<file path="src/rtl/sel_seq_pkg.sv">
// Shared definitions for the SEL sequencer: state codes, counter width and
// default timing parameters.
package sel_seq_pkg;

    localparam int CNT_W        = 8;
    localparam int DEF_RST_HOLD = 10;
    localparam int DEF_GUARD    = 4;

    localparam logic [2:0] ST_HOLD     = 3'd0;
    localparam logic [2:0] ST_RUN      = 3'd1;
    localparam logic [2:0] ST_GATE_OFF = 3'd2;
    localparam logic [2:0] ST_SWITCH   = 3'd3;
    localparam logic [2:0] ST_GATE_ON  = 3'd4;

endpackage

</file>
<file path="src/rtl/sel_guard_cnt.sv">
// Loadable 8-bit down-counter that stops at 1; expired is high while the count is 1.
// Synchronous reset reloads RST_VAL.
module sel_guard_cnt
    import sel_seq_pkg::*;
#(
    parameter logic [CNT_W-1:0] RST_VAL = CNT_W'(DEF_RST_HOLD)
) (
    input  logic             clk,
    input  logic             rst,
    input  logic             load,
    input  logic [CNT_W-1:0] load_val,
    output logic             expired
);

    logic [CNT_W-1:0] count;

    // NOTE: sequential state is assigned with <= so every register samples
    // pre-edge values; blocking assignments here would create ordering races.
    always_ff @(posedge clk) begin
        if (rst) begin
            count <= RST_VAL;
        end else if (load) begin
            count <= load_val;
        end else if (count != CNT_W'(1)) begin
            count <= count - 1'b1;
        end
    end

    assign expired = (count == CNT_W'(1));

endmodule

</file>
<file path="src/rtl/sel_sequencer.sv">
// Glitch-safe SEL sequencer: holds downstream reset, then gates the clock for
// GUARD cycles around each SEL change. Define SEL_SEQ_STATUS_EN to add sw_cnt.
module sel_sequencer
    import sel_seq_pkg::*;
#(
    parameter int   RST_HOLD = DEF_RST_HOLD,
    parameter int   GUARD    = DEF_GUARD,
    parameter logic INIT_SEL = 1'b1
) (
    input  logic             clk,
    input  logic             rst,
    input  logic             req_valid,
    input  logic             req_sel,
    output logic             req_ready,
    output logic             sel,
    output logic             gate,
    output logic             rst_n_out,
    output logic             done
`ifdef SEL_SEQ_STATUS_EN
    ,
    output logic [CNT_W-1:0] sw_cnt
`endif
);

    localparam logic [CNT_W-1:0] HOLD_V  = CNT_W'(RST_HOLD);
    localparam logic [CNT_W-1:0] GUARD_V = CNT_W'(GUARD);

    logic [2:0]       state;
    logic [2:0]       state_nxt;
    logic             sel_latch;
    logic             accept;
    logic             cnt_load;
    logic [CNT_W-1:0] cnt_load_val;
    logic             cnt_exp;

    assign accept = req_valid && req_ready;

    sel_guard_cnt #(.RST_VAL(HOLD_V)) u_cnt (
        .clk      (clk),
        .rst      (rst),
        .load     (cnt_load),
        .load_val (cnt_load_val),
        .expired  (cnt_exp)
    );

    // NOTE: every output of this block gets a default first, so no path
    // through the case leaves a variable unassigned and no latch is inferred.
    always_comb begin
        state_nxt    = state;
        cnt_load     = 1'b0;
        cnt_load_val = GUARD_V;
        case (state)
            ST_HOLD:     if (cnt_exp) state_nxt = ST_RUN;
            ST_RUN: begin
                if (accept && (req_sel != sel)) begin
                    state_nxt = ST_GATE_OFF;
                    cnt_load  = 1'b1;
                end
            end
            ST_GATE_OFF: if (cnt_exp) state_nxt = ST_SWITCH;
            ST_SWITCH: begin
                state_nxt = ST_GATE_ON;
                cnt_load  = 1'b1;
            end
            ST_GATE_ON:  if (cnt_exp) state_nxt = ST_RUN;
            default: begin
                state_nxt    = ST_HOLD;
                cnt_load     = 1'b1;
                cnt_load_val = HOLD_V;
            end
        endcase
    end

    // Outputs are registered alongside the state so they change on the same
    // edge as the transition that implies them.
    always_ff @(posedge clk) begin
        if (rst) begin
            state     <= ST_HOLD;
            sel       <= INIT_SEL;
            sel_latch <= INIT_SEL;
            gate      <= 1'b0;
            rst_n_out <= 1'b0;
            req_ready <= 1'b0;
            done      <= 1'b0;
        end else begin
            state <= state_nxt;
            done  <= 1'b0;
            case (state)
                ST_HOLD: begin
                    if (cnt_exp) begin
                        rst_n_out <= 1'b1;
                        gate      <= 1'b1;
                        req_ready <= 1'b1;
                    end
                end
                ST_RUN: begin
                    if (accept) begin
                        if (req_sel != sel) begin
                            sel_latch <= req_sel;
                            gate      <= 1'b0;
                            req_ready <= 1'b0;
                        end else begin
                            done <= 1'b1;
                        end
                    end
                end
                ST_GATE_OFF: ;
                ST_SWITCH:   sel <= sel_latch;
                ST_GATE_ON: begin
                    if (cnt_exp) begin
                        gate      <= 1'b1;
                        req_ready <= 1'b1;
                        done      <= 1'b1;
                    end
                end
                default: begin
                    gate      <= 1'b0;
                    rst_n_out <= 1'b0;
                    req_ready <= 1'b0;
                end
            endcase
        end
    end

`ifdef SEL_SEQ_STATUS_EN
    // Counted on completion so a switch aborted by reset never registers.
    always_ff @(posedge clk) begin
        if (rst) begin
            sw_cnt <= '0;
        end else if (state == ST_GATE_ON && cnt_exp) begin
            sw_cnt <= sw_cnt + 1'b1;
        end
    end
`endif

endmodule

</file>
<file path="config.mk">
export PLATFORM = sky130hd
export DESIGN_NAME = sel_sequencer
export DESIGN_NICKNAME = d
export VERILOG_FILES = /design/src/rtl/sel_seq_pkg.sv /design/src/rtl/sel_guard_cnt.sv /design/src/rtl/sel_sequencer.sv
export SDC_FILE = /design/constraint.sdc
export NUM_CORES = 1
export LEC_CHECK = 0
export CAP_MARGIN = 20
export CORE_UTILIZATION = 45
export DETAILED_ROUTE_END_ITERATION = 12
export MAX_ROUTING_LAYER = met4
export PLACE_DENSITY_LB_ADDON = 0.15
export SYNTH_ARGS = -nofsm -noshare
export SYNTH_HDL_FRONTEND = slang
export SYNTH_SLANG_ARGS = --single-unit
</file>
<file path="constraint.sdc">
create_clock -name clk -period 2 [get_ports clk]
set_clock_uncertainty 0.1 [all_clocks]
set_input_delay 0.4 -clock clk [delete_from_list [all_inputs] [get_ports clk]]
set_output_delay 0.4 -clock clk [all_outputs]
set_load 0.005 [all_outputs]
</file>
==> results.py <==
metrics = {
    "global_route": {
        "antenna_found_initial": 0,
        "groute.usage.overall": 0.182,
        "globalRouteOverflowTotal": 0,
        "grt_pass1_wl_um": 2520,
        "grt_max_degree": 11,
        "first_global_vias": 573,
    },
    "route": {
        "drt_first_pass_iters": 4,
        "routed_wire_length_per_instance_um": 11.6,
        "first_iter_violations": 14,
        "met3WireLength_um": 46,
        "route.antenna.remaining_nets": 0,
        "maxUsedRoutingLayer": "met4",
        "total_routed_wire_length_on_the_met1_layer_um": 789,
        "detailed_route_via_count": 669,
        "overall_routed_net_length_um": 1500,
        "routed-wl-met2_um": 608,
        "final_routed_drc_violation_total": 0,
        "route.detailed.vias_per_inst": 5.19,
    },
    "timing": {
        "grt_setup_unrepaired": "no",
        "slew_viol_final": 0,
        "worst_pin_slew_ns": 0.357,
        "final.min_clock_period_ns": 1.82,
        "finalHoldViolations": 0,
        "timing.final.ws_setup_ns": 0.180,
        "worst_hold_slack_ns": 0.389,
        "finalSetupViolations": 0,
        "fin_tns_setup_ns": 0,
        "final_min_period_over_clock_period": 0.910,
        "fmax_mhz": 550,
        "slew_headroom": 0.760,
    },
    "critical_path": {
        "timing.critical_path.max_delay_family": "buffers and inverters",
        "required_ns": 1.50,
        "worst_ep_arrival_time_ns": 1.32,
        "critical_path.reg2reg.startpoint": "u_cnt.count[0]",
        "r2r_end": "u_cnt.count[6]",
        "critPathLaunchType": "flop",
        "critPathCaptureType": "output pin",
        "cp_cell_sequence": "clkdlybuf4s50_1",
        "critPathBufInv": 1,
        "path_class": "reg2out",
        "reg2reg_depth": 6,
        "path_max_fanout": 8,
        "reg2reg_setup_slack_ns": 0.25,
        "crit_path_top_delay_cell": "clkdlybuf4s50_1",
        "timing.critical_path.slowest_cell_delay_ns": 0.55,
    },
    "synth": {
        "synth_area_sq_um": 890,
        "syn_area_per_cell_sq_um": 9.36,
        "syn-num-nets": 101,
        "yosysUniqueCellTypes": 38,
        "synthFlopType": "dfxtp_1",
        "synthCells": 95,
        "postSynthRegisterBits": 16,
        "async_flop_share": 0,
        "yosysSeqAreaShare": 0.360,
        "synth_edf_count": 0,
        "ys.warnings.count": 0,
    },
    "die": {
        "rows": 15,
        "design.core.area_sq_um": 1780,
        "fp.dieH_um": 46.5,
        "initial_core_util": 0.499,
        "die-area_sq_um": 2160,
        "chipWidth_um": 46.5,
        "io_pins": 9,
    },
    "clock_network": {
        "cts.htree.levels": 1,
        "clock_sink_count": 16,
        "clockBufferDepth": 2,
        "cts-buffers-inserted": 3,
        "clk_latency_ns": 0.29,
        "post_cts.resized_instances": 0,
        "cts_hold_repair.buffers": 0,
        "cts.repair_timing.setup_buffer_count": 0,
        "clock_tree_from_tritoncts": "yes",
        "clk_pin_slew_worst_paths_ns": 0.10,
        "cts_root_buf": "clkbuf_4",
    },
    "min_path": {
        "timing.hold.worst.start": "rst_n_out",
        "hold_path_end": "rst_n_out",
        "hold-path-cell-count": 2,
        "hp-class": "reg2reg",
    },
    "placed_design": {
        "place.detailed.hpwl_um": 1140,
        "place_ws_ns": 0.0154,
        "place_congestion": 0.806,
        "post-place-cells": 125,
        "io_buffers": 8,
    },
    "run_status": {
        "status": "finished, final reports clean",
    },
    "final_layout": {
        "nNetsFinal": 111,
        "num-fill-cells": 168,
        "post_route_cells_drive_above_1_share": 0.173,
        "syn_to_final_growth_pct": 13.8,
        "instances_no_fill": 129,
        "n_antenna_cell": 0,
    },
    "run": {
        "cap_violations": 0,
    },
    "power": {
        "report.power.total_uw": 709,
        "total_leakage_power_nw": 0.370,
        "worst_ir_drop_vdd_v": 0.000430,
        "pwr_density_cell_nw_per_um2": 701,
    },
}
[report_power, final]
part / switching, mW / internal [mW] / leakage [nW] / total (mW)
combinational: 0.0566 / 0.0648 / 0.219 / 0.121
clock: 0.110 / 0.111 / 0.0210 / 0.221
sequential: 0.0292 / 0.338 / 0.130 / 0.367
[layer usage]
metal	vias to the layer above	GRT usage
met5	-	-
met4	0	0.141
met3	5	0.0588
met2	11	0.206
met1	301	0.252
li1	352	-
[cell type report]
| class | count | area, sq um | area share |
|---|---|---|---|
| clock buffer | 4 | 36.3 | 0.0358 |
| sequential | 16 | 320 | 0.316 |
| tap | 25 | 31.3 | 0.0309 |
| inverter | 6 | 22.5 | 0.0222 |
| timing repair buffer | 11 | 103 | 0.101 |
| multi-input combinational | 67 | 499 | 0.493 |
[cell usage after synthesis, types with 3 or more instances]
cell | number | share of area
xnor2_1 | 4 | 0.039
dfxtp_1 | 16 | 0.36
nor2_1 | 10 | 0.042
nand2_1 | 3 | 0.013
a21oi_1 | 10 | 0.056
nor3_1 | 4 | 0.023
inv_1 | 6 | 0.025
[cells by family (layout without fill, tap and decap cells)]
logic type,Yosys count,count (layout),synth area share
AO/OA/AOI/OAI,22,22,0.193
XOR/XNOR,7,7,0.0774
adder cells (fa/ha/maj),2,2,0.0281
buffers and inverters,12,21,0.0787
flip-flops,16,16,0.360
multiplexers,2,2,0.0225
AND/OR/NAND/NOR,34,34,0.241
[placed cells by master (no fill, tap or decap), drive strengths merged, types with 2 or more instances in the layout]
| cell type | n |
|---|---|
| dfxtp | 16 |
| nor2 | 11 |
| a21oi | 10 |
| clkdlybuf4s50 | 8 |
| inv | 6 |
| xnor2 | 5 |
| nor3 | 4 |
| clkbuf | 4 |
| nand2 | 3 |
| buf | 3 |
| a211oi | 2 |
| xor2 | 2 |
| o21ai | 2 |
| nor2b | 2 |
| and3 | 2 |
| nand3 | 2 |
| nand2b | 2 |
| mux2i | 2 |
| ha | 2 |
| nor3b | 2 |
[state kept, by name, indices dropped and copies added (netlist names)]
| register | flops |
|---|---|
| sel_latch | 1 |
| done | 1 |
| sel | 1 |
| u_cnt.count | 8 |
| state | 3 |
| gate | 1 |
| rst_n_out | 1 |
[per-stage QoR]
step / utilization / area, sq um
after floorplan: - / 890
after global placement: 0.547 / 976
after detailed placement: 0.547 / 976
after CTS: 0.568 / 1010
after global routing: 0.568 / 1010
final: 0.568 / 1010
[worst max-delay path by stage]
stage / from / end / slack [ns] / cells after the start
after floorplan: u_cnt.count[0] / u_cnt.count[6] / 0.37 / 6
after global placement: req_sel / u_cnt.count[1] / 0.04 / 5
after detailed placement: req_sel / u_cnt.count[1] / 0.02 / 5
after CTS: gate / req_ready / 0.16 / 1
after global routing: u_cnt.count[0] / u_cnt.count[6] / 0.07 / 6
final: gate / gate / 0.18 / 1
(Power assumes the default switching activity.)
